## src/rtl/uart_sample_rx.sv

```systemverilog
`default_nettype none
// ============================================================================
// Module   : uart_sample_rx
// Purpose  : Oversampling UART receiver that assembles multi-byte samples,
//            tags them with a round-robin channel index and queues them in a
//            show-ahead FIFO. Define UART_PARITY_EN for 8E1 framing.
// Revision : 1.0 - initial release
// ============================================================================
module uart_sample_rx #(
    parameter int CLK_FREQ     = 12_000_000,
    parameter int BAUD         = 230_400,
    parameter int SAMPLE_BYTES = 2,
    parameter int NUM_CHANNELS = 1,
    parameter int FIFO_DEPTH   = 4,
    parameter int TIMEOUT_BITS = 20,
    localparam int CH_W        = (NUM_CHANNELS > 1) ? $clog2(NUM_CHANNELS) : 1,
    localparam int SW          = 8 * SAMPLE_BYTES
) (
    input  logic            CLK_IN,
    input  logic            RST_N_i,
    input  logic            UART_RX_i,
    output logic [SW-1:0]   SAMPLE_o,
    output logic [CH_W-1:0] CHANNEL_o,
    output logic            VALID_o,
    input  logic            READY_i,
    output logic            FRAME_ERR_o,
    output logic            OVERFLOW_o
);

    localparam int C_BIT_PERIOD = CLK_FREQ / BAUD;
    localparam int C_HALF       = C_BIT_PERIOD / 2;
    localparam int C_CNT_W      = $clog2(C_BIT_PERIOD);
    localparam int C_TO_CYCLES  = TIMEOUT_BITS * C_BIT_PERIOD;
    localparam int C_TO_W       = $clog2(C_TO_CYCLES + 1);
    localparam int C_BI_W       = (SAMPLE_BYTES > 1) ? $clog2(SAMPLE_BYTES) : 1;
    localparam int C_AW         = $clog2(FIFO_DEPTH);
    localparam int C_EW         = CH_W + SW;

`ifdef UART_PARITY_EN
    typedef enum logic [2:0] {
        S_IDLE      = 3'd0,
        S_START     = 3'd1,
        S_DATA      = 3'd2,
        S_PARITY    = 3'd3,
        S_STOP      = 3'd4,
        S_WAIT_HIGH = 3'd5
    } state_t;
`else
    typedef enum logic [2:0] {
        S_IDLE      = 3'd0,
        S_START     = 3'd1,
        S_DATA      = 3'd2,
        S_STOP      = 3'd4,
        S_WAIT_HIGH = 3'd5
    } state_t;
`endif

    logic [1:0]         r_sync;
    logic               w_rx;
    state_t             r_state;
    state_t             w_state_next;
    logic [C_CNT_W-1:0] r_bit_cnt;
    logic [2:0]         r_bit_idx;
    logic [7:0]         r_shift;
    logic               w_tick;
    logic               w_byte_done;
    logic               w_frame_err;
    logic               w_timeout;
    logic               w_last;
    logic [C_TO_W-1:0]  r_idle_cnt;
    logic [C_BI_W-1:0]  r_byte_idx;
    logic [CH_W-1:0]    r_ch;
    logic [SW-1:0]      r_sample;
    logic [SW-1:0]      w_sample_asm;
    logic               r_push;
    logic [C_EW-1:0]    r_push_data;
    logic               r_frame_err;
    logic               r_overflow;
    logic [C_EW-1:0]    r_mem [FIFO_DEPTH];
    logic [C_AW-1:0]    r_wr_ptr;
    logic [C_AW-1:0]    r_rd_ptr;
    logic [C_AW:0]      r_count;
    logic               w_full;
    logic               w_valid;
    logic               w_pop;
    logic               w_wr;
    logic [C_EW-1:0]    w_head;

    // Two-flop synchroniser, preset high so reset never looks like a start bit
    always_ff @(posedge CLK_IN or negedge RST_N_i) begin
        if (!RST_N_i) r_sync <= 2'b11;
        else          r_sync <= {r_sync[0], UART_RX_i};
    end
    assign w_rx   = r_sync[1];
    assign w_tick = (r_bit_cnt == '0);

    always_ff @(posedge CLK_IN or negedge RST_N_i) begin
        if (!RST_N_i) r_state <= S_IDLE;
        else          r_state <= w_state_next;
    end

    always_comb begin
        w_state_next = r_state;
        w_byte_done  = 1'b0;
        w_frame_err  = 1'b0;
        case (r_state)
            S_IDLE:      if (!w_rx) w_state_next = S_START;
            S_START:     if (w_tick) w_state_next = w_rx ? S_IDLE : S_DATA;
            S_DATA: begin
                if (w_tick && r_bit_idx == 3'd7) begin
`ifdef UART_PARITY_EN
                    w_state_next = S_PARITY;
`else
                    w_state_next = S_STOP;
`endif
                end
            end
`ifdef UART_PARITY_EN
            S_PARITY: begin
                if (w_tick) begin
                    if ((^r_shift) != w_rx) begin
                        w_frame_err  = 1'b1;
                        w_state_next = w_rx ? S_IDLE : S_WAIT_HIGH;
                    end else begin
                        w_state_next = S_STOP;
                    end
                end
            end
`endif
            S_STOP: begin
                if (w_tick) begin
                    if (w_rx) begin
                        w_byte_done  = 1'b1;
                        w_state_next = S_IDLE;
                    end else begin
                        w_frame_err  = 1'b1;
                        w_state_next = S_WAIT_HIGH;
                    end
                end
            end
            S_WAIT_HIGH: if (w_rx) w_state_next = S_IDLE;
            default:     w_state_next = S_IDLE;
        endcase
    end

    // Bit timer preloads half a period while idle so START samples mid-bit
    always_ff @(posedge CLK_IN or negedge RST_N_i) begin
        if (!RST_N_i) begin
            r_bit_cnt <= '0;
            r_bit_idx <= '0;
            r_shift   <= '0;
        end else begin
            if (r_state == S_IDLE || r_state == S_WAIT_HIGH)
                r_bit_cnt <= C_CNT_W'(C_HALF - 1);
            else if (w_tick)
                r_bit_cnt <= C_CNT_W'(C_BIT_PERIOD - 1);
            else
                r_bit_cnt <= r_bit_cnt - 1'b1;

            if (r_state != S_DATA) r_bit_idx <= '0;
            else if (w_tick)       r_bit_idx <= r_bit_idx + 1'b1;

            if (r_state == S_DATA && w_tick) r_shift <= {w_rx, r_shift[7:1]};
        end
    end

    assign w_last    = (r_byte_idx == C_BI_W'(SAMPLE_BYTES - 1));
    assign w_timeout = (r_state == S_IDLE) && (r_byte_idx != '0) && w_rx &&
                       (r_idle_cnt == C_TO_W'(C_TO_CYCLES - 1));

    always_comb begin
        w_sample_asm = r_sample;
        w_sample_asm[int'(r_byte_idx) * 8 +: 8] = r_shift;
    end

    always_ff @(posedge CLK_IN or negedge RST_N_i) begin
        if (!RST_N_i) begin
            r_idle_cnt  <= '0;
            r_byte_idx  <= '0;
            r_ch        <= '0;
            r_sample    <= '0;
            r_push      <= 1'b0;
            r_push_data <= '0;
            r_frame_err <= 1'b0;
        end else begin
            if (r_state == S_IDLE && r_byte_idx != '0 && w_rx && !w_timeout)
                r_idle_cnt <= r_idle_cnt + 1'b1;
            else
                r_idle_cnt <= '0;

            if (w_frame_err || w_timeout) begin
                r_byte_idx <= '0;
                r_ch       <= '0;
                r_sample   <= '0;
            end else if (w_byte_done) begin
                if (w_last) begin
                    r_byte_idx <= '0;
                    r_sample   <= '0;
                    r_ch       <= (r_ch == CH_W'(NUM_CHANNELS - 1)) ? '0 : r_ch + 1'b1;
                end else begin
                    r_byte_idx <= r_byte_idx + 1'b1;
                    r_sample   <= w_sample_asm;
                end
            end

            r_push      <= w_byte_done && w_last;
            r_push_data <= {r_ch, w_sample_asm};
            r_frame_err <= w_frame_err;
        end
    end

    assign w_full  = (r_count == (C_AW + 1)'(FIFO_DEPTH));
    assign w_valid = (r_count != '0);
    assign w_pop   = w_valid && READY_i;
    assign w_wr    = r_push && (!w_full || w_pop);

    always_ff @(posedge CLK_IN) begin
        if (w_wr) r_mem[r_wr_ptr] <= r_push_data;
    end

    always_ff @(posedge CLK_IN or negedge RST_N_i) begin
        if (!RST_N_i) begin
            r_wr_ptr   <= '0;
            r_rd_ptr   <= '0;
            r_count    <= '0;
            r_overflow <= 1'b0;
        end else begin
            if (w_wr)  r_wr_ptr <= r_wr_ptr + 1'b1;
            if (w_pop) r_rd_ptr <= r_rd_ptr + 1'b1;
            case ({w_wr, w_pop})
                2'b10:   r_count <= r_count + 1'b1;
                2'b01:   r_count <= r_count - 1'b1;
                default: r_count <= r_count;
            endcase
            r_overflow <= r_push && w_full && !w_pop;
        end
    end

    assign w_head      = r_mem[r_rd_ptr];
    assign SAMPLE_o    = w_valid ? w_head[SW-1:0] : '0;
    assign CHANNEL_o   = w_valid ? w_head[C_EW-1:SW] : '0;
    assign VALID_o     = w_valid;
    assign FRAME_ERR_o = r_frame_err;
    assign OVERFLOW_o  = r_overflow;

endmodule
`default_nettype wire

```

## config.mk

```make
export PLATFORM = sky130hd
export DESIGN_NAME = uart_sample_rx
export DESIGN_NICKNAME = d
export VERILOG_FILES = /design/src/rtl/uart_sample_rx.sv
export SDC_FILE = /design/constraint.sdc
export NUM_CORES = 1
export LEC_CHECK = 0
export CAP_MARGIN = 20
export CORE_ASPECT_RATIO = 1.2
export CORE_MARGIN = 1
export CORE_UTILIZATION = 50
export CTS_BUF_LIST = sky130_fd_sc_hd__clkbuf_2
export DETAILED_ROUTE_END_ITERATION = 16
export GPL_ROUTABILITY_DRIVEN = 0
export PLACE_DENSITY = 0.68
export SLEW_MARGIN = 40
export SYNTH_ARGS = -nofsm -noshare
export SYNTH_HDL_FRONTEND = slang
export SYNTH_SLANG_ARGS = --single-unit
```

## constraint.sdc

```tcl
create_clock -name CLK_IN -period 4.1 [get_ports CLK_IN]
set_clock_uncertainty 0.05 [all_clocks]
set_input_delay 0.82 -clock CLK_IN [delete_from_list [all_inputs] [get_ports CLK_IN]]
set_output_delay 0.82 -clock CLK_IN [all_outputs]
set_load 0.02 [all_outputs]
```

==> reports/metrics.cfg <==
[clock_tree]
clk_pin_slew_ns = 0.18
ctsResizeCount = 0
cts_tree = done
post_cts_buffers = 0
cts_root_buffer = clkbuf_2
h-tree-depth = 4
cts_buffer_depth = 2
cts_buffers = 17
clkLatencyLatePin_ns = 0.66
clkSinkCount = 140
holdBufCountCts = 0

[layout]
n_antenna_cell = 0
final_core_util_pct = 57.5
drive_gt1_share_pct = 23.8
fin_nets = 411
postLayoutCellArea_um2 = 6380
syn2layout_area_growth_pct = 11.2
final_cells = 565

[place]
placed_cell_area_um2 = 6080
dpl_worst_slack_ns = 1.08
hpwl_um = 5770
io_buffers = 22
dp.cells = 533

[sta]
slew_viol_final = 0
period_share_pct = 87.1
hold_viol = 0
fin_ws_ns = 0.530
rsz0062_at_grt = false
worst_slew_pin_slew_ns = 0.800
finalSetupTns_ns = 0
min_period_ns = 3.57
slew_headroom_pct = 46.6
clock.fmax_ghz = 0.280
setup-violations-final = 0

[global_route]
gr-total-overflow = 0
grt_pass1_vias = 3039
track_usage_pct = 17.0
grt_max_degree = 77
antenna_found_initial = 0
grt_pass1_wl_um = 15000

[floorplanning]
placementRows = 42
core_um2 = 11100
die_h_um = 119
initial_core_util_pct = 51.7
fp.dieW_um = 99.8
io_pins = 24
dieArea_um2 = 11900

[status]
status = completed

[yosys]
synthesis.area_um2 = 5740
syn_nets = 384
ys_seq_elements = 140
synth_edf_count = 64
synth_cells = 371
synth-simple-area-share_pct = 10.4
synth_area_leader_cell = edfxtp_1
synthAdderAreaFrac_pct = 2.09
synth_top_family_by_area = multiplexers
ys.flop_type = dfrtp_1
yosysSeqAreaShare_pct = 66.7
post_synth.cell_area_avg_um2 = 15.5
yosysTopAreaCellShare_pct = 33.5
synthXorXnorAreaFrac_pct = 2.75
synth-compound-area-share_pct = 4.23
netlist_top_cells_area = edfxtp_1, dfrtp_1, mux4_2, mux2_2, and2_1
yosysWarnings = 0
synthDistinctLibCells = 51
async_flop_share_pct = 54.3
synthMuxAreaShare_pct = 11.7

[critical_path]
worstPathRequired_ns = 3.23
arrival_ns = 2.70
critPathKind = reg -> out
cp_max_fo = 17
end_kind = output pin
r2r_setup_slack_ns = 1.77
reg2reg_depth = 6
start_kind = flip-flop

[power]
p_seq_share_pct = 53.3
swShare_pct = 27.4
p_leak_nw = 2.65
internal_power_mw = 2.21
powerDensity_nw_per_um2 = 478
vdd_ir_drop_max_v = 0.000311
power_frac_comb_pct = 16.8
clockPowerShare_pct = 29.9
power_switching_mw = 0.834

[drt]
wl_um = 8880
wl_per_cell_um = 15.7
antenna_left = 0
drt_iter0_drc = 113
vias = 2944
post-route-drc-count = 0
vias_per_cell = 5.21
dr.pass1.iters = 4

[worst_hold_path]
hold_class = in -> async

[flow_run]
maxCapViolCount = 0

kinds of logic after synthesis:
| kind of cell | count (synthesis) |
|---|---|
| XOR/XNOR | 18 |
| AND/OR/NAND/NOR | 101 |
| adder cells (fa/ha/maj) | 9 |
| AO/OA/AOI/OAI | 32 |
| other | 1 |
| flip-flops | 140 |
| buffers and inverters | 26 |
| multiplexers | 44 |
sequential cells by signal, summed over array words and instances (netlist names):
name	count
r_wr_ptr	2
r_sample	16
r_count	3
r_rd_ptr	2
OVERFLOW_o	1
FRAME_ERR_o	1
r_shift	8
r_push_data	16
r_state	3
r_byte_idx	1
r_idle_cnt	11
r_sync	2
r_bit_cnt	6
r_push	1
r_mem	64
r_bit_idx	3
worst max-delay path: stages, from the launching register on:
cell and delay (ns):
dfrtp_1 0.90, mux4_2 0.43, and2_1 0.18, clkdlybuf4s50_1 0.53
layout by cell type, fill, tap and decap left out, types with 2 or more instances in the layout:
cell type         n
ha_1              8
o21ai_0           6
nor2_1           24
edfxtp_1         64
nand2b_1          2
nand4_1           2
clkinvlp_4        2
clkbuf_2         18
xnor2_1          12
dfstp_2           2
and2_2            3
nor3b_1           3
nand3_1           8
dfrtp_1          74
nand2_1          10
a21oi_1           6
clkinv_2          3
bufinv_16         5
nor2_4            2
and2_1           27
nor3_1            6
clkdlybuf4s50_1  21
xor2_1            6
mux4_2           16
clkinv_1          3
inv_1            11
or3_1             3
or4b_4            2
mux2_2           25
mux2i_1           3
a22o_2            8
cell type report:
type / count / area (um^2)
clock inverters: 14 / 200
fillers: 867 / 4710
multi-input cells: 205 / 1800
clock buffers: 18 / 90.1
repair buffers: 23 / 229
inverters: 11 / 41.3
well taps: 154 / 193
flip-flops and latches: 140 / 3830
final timing paths:
check | startpoint | endpoint
hold / removal | RST_N_i | r_idle_cnt[8]
setup / recovery | r_rd_ptr[1] | SAMPLE_o[12]
setup reg to reg | r_count[1] | r_count[1]
min in group CLK_IN | r_sync[0] | r_sync[1]
hold reg to reg | r_sync[0] | r_sync[1]
max in group asynchronous | RST_N_i | r_push_data[2]
Yosys cell counts, types with 2 or more instances:
library cell  instances
or4b_4                2
buf_2                 5
ha_1                  8
xnor2_1              12
edfxtp_1             64
mux2_2               25
or3_1                 3
nand2b_1              2
dfstp_2               2
o21ai_0               6
nand4_1               2
nor3b_1               3
xor2_1                6
inv_1                11
a22o_2                8
nor3_1                6
a21oi_1               6
buf_4                 4
and2_1               29
mux2i_1               3
mux4_2               16
nand2_1              10
nor2_1               24
clkbuf_1              6
dfrtp_1              74
nand3_1               8
nor2_4                2
per-stage QoR:
step,hold WS [ns],power [mW]
final,0.0811,3.05
after global routing,0.0243,3.19
after global placement,0.297,2.15
after floorplan,0.295,2.01
after CTS,0.0580,3.08
after detailed placement,0.297,2.17
power by group through the flow:
stage                     combinational, mW  sequential, mW  clock (mW)
final                                 0.512            1.62       0.912
after global placement                0.503            1.65           0
after CTS                             0.521            1.62       0.937
after floorplan                       0.417            1.59           0
after global routing                  0.567            1.63       0.996
after detailed placement              0.521            1.65           0
per-layer routing:
metal | GRT usage (%) | wire (um) | up-vias
li1 | - | - | 1408
met1 | 21.2 | 4010 | 1477
met2 | 27.5 | 4500 | 47
met3 | 6.57 | 281 | 12
met4 | 5.15 | 95 | 0
met5 | 0 | 0 | -
(Power assumes the default switching activity.)
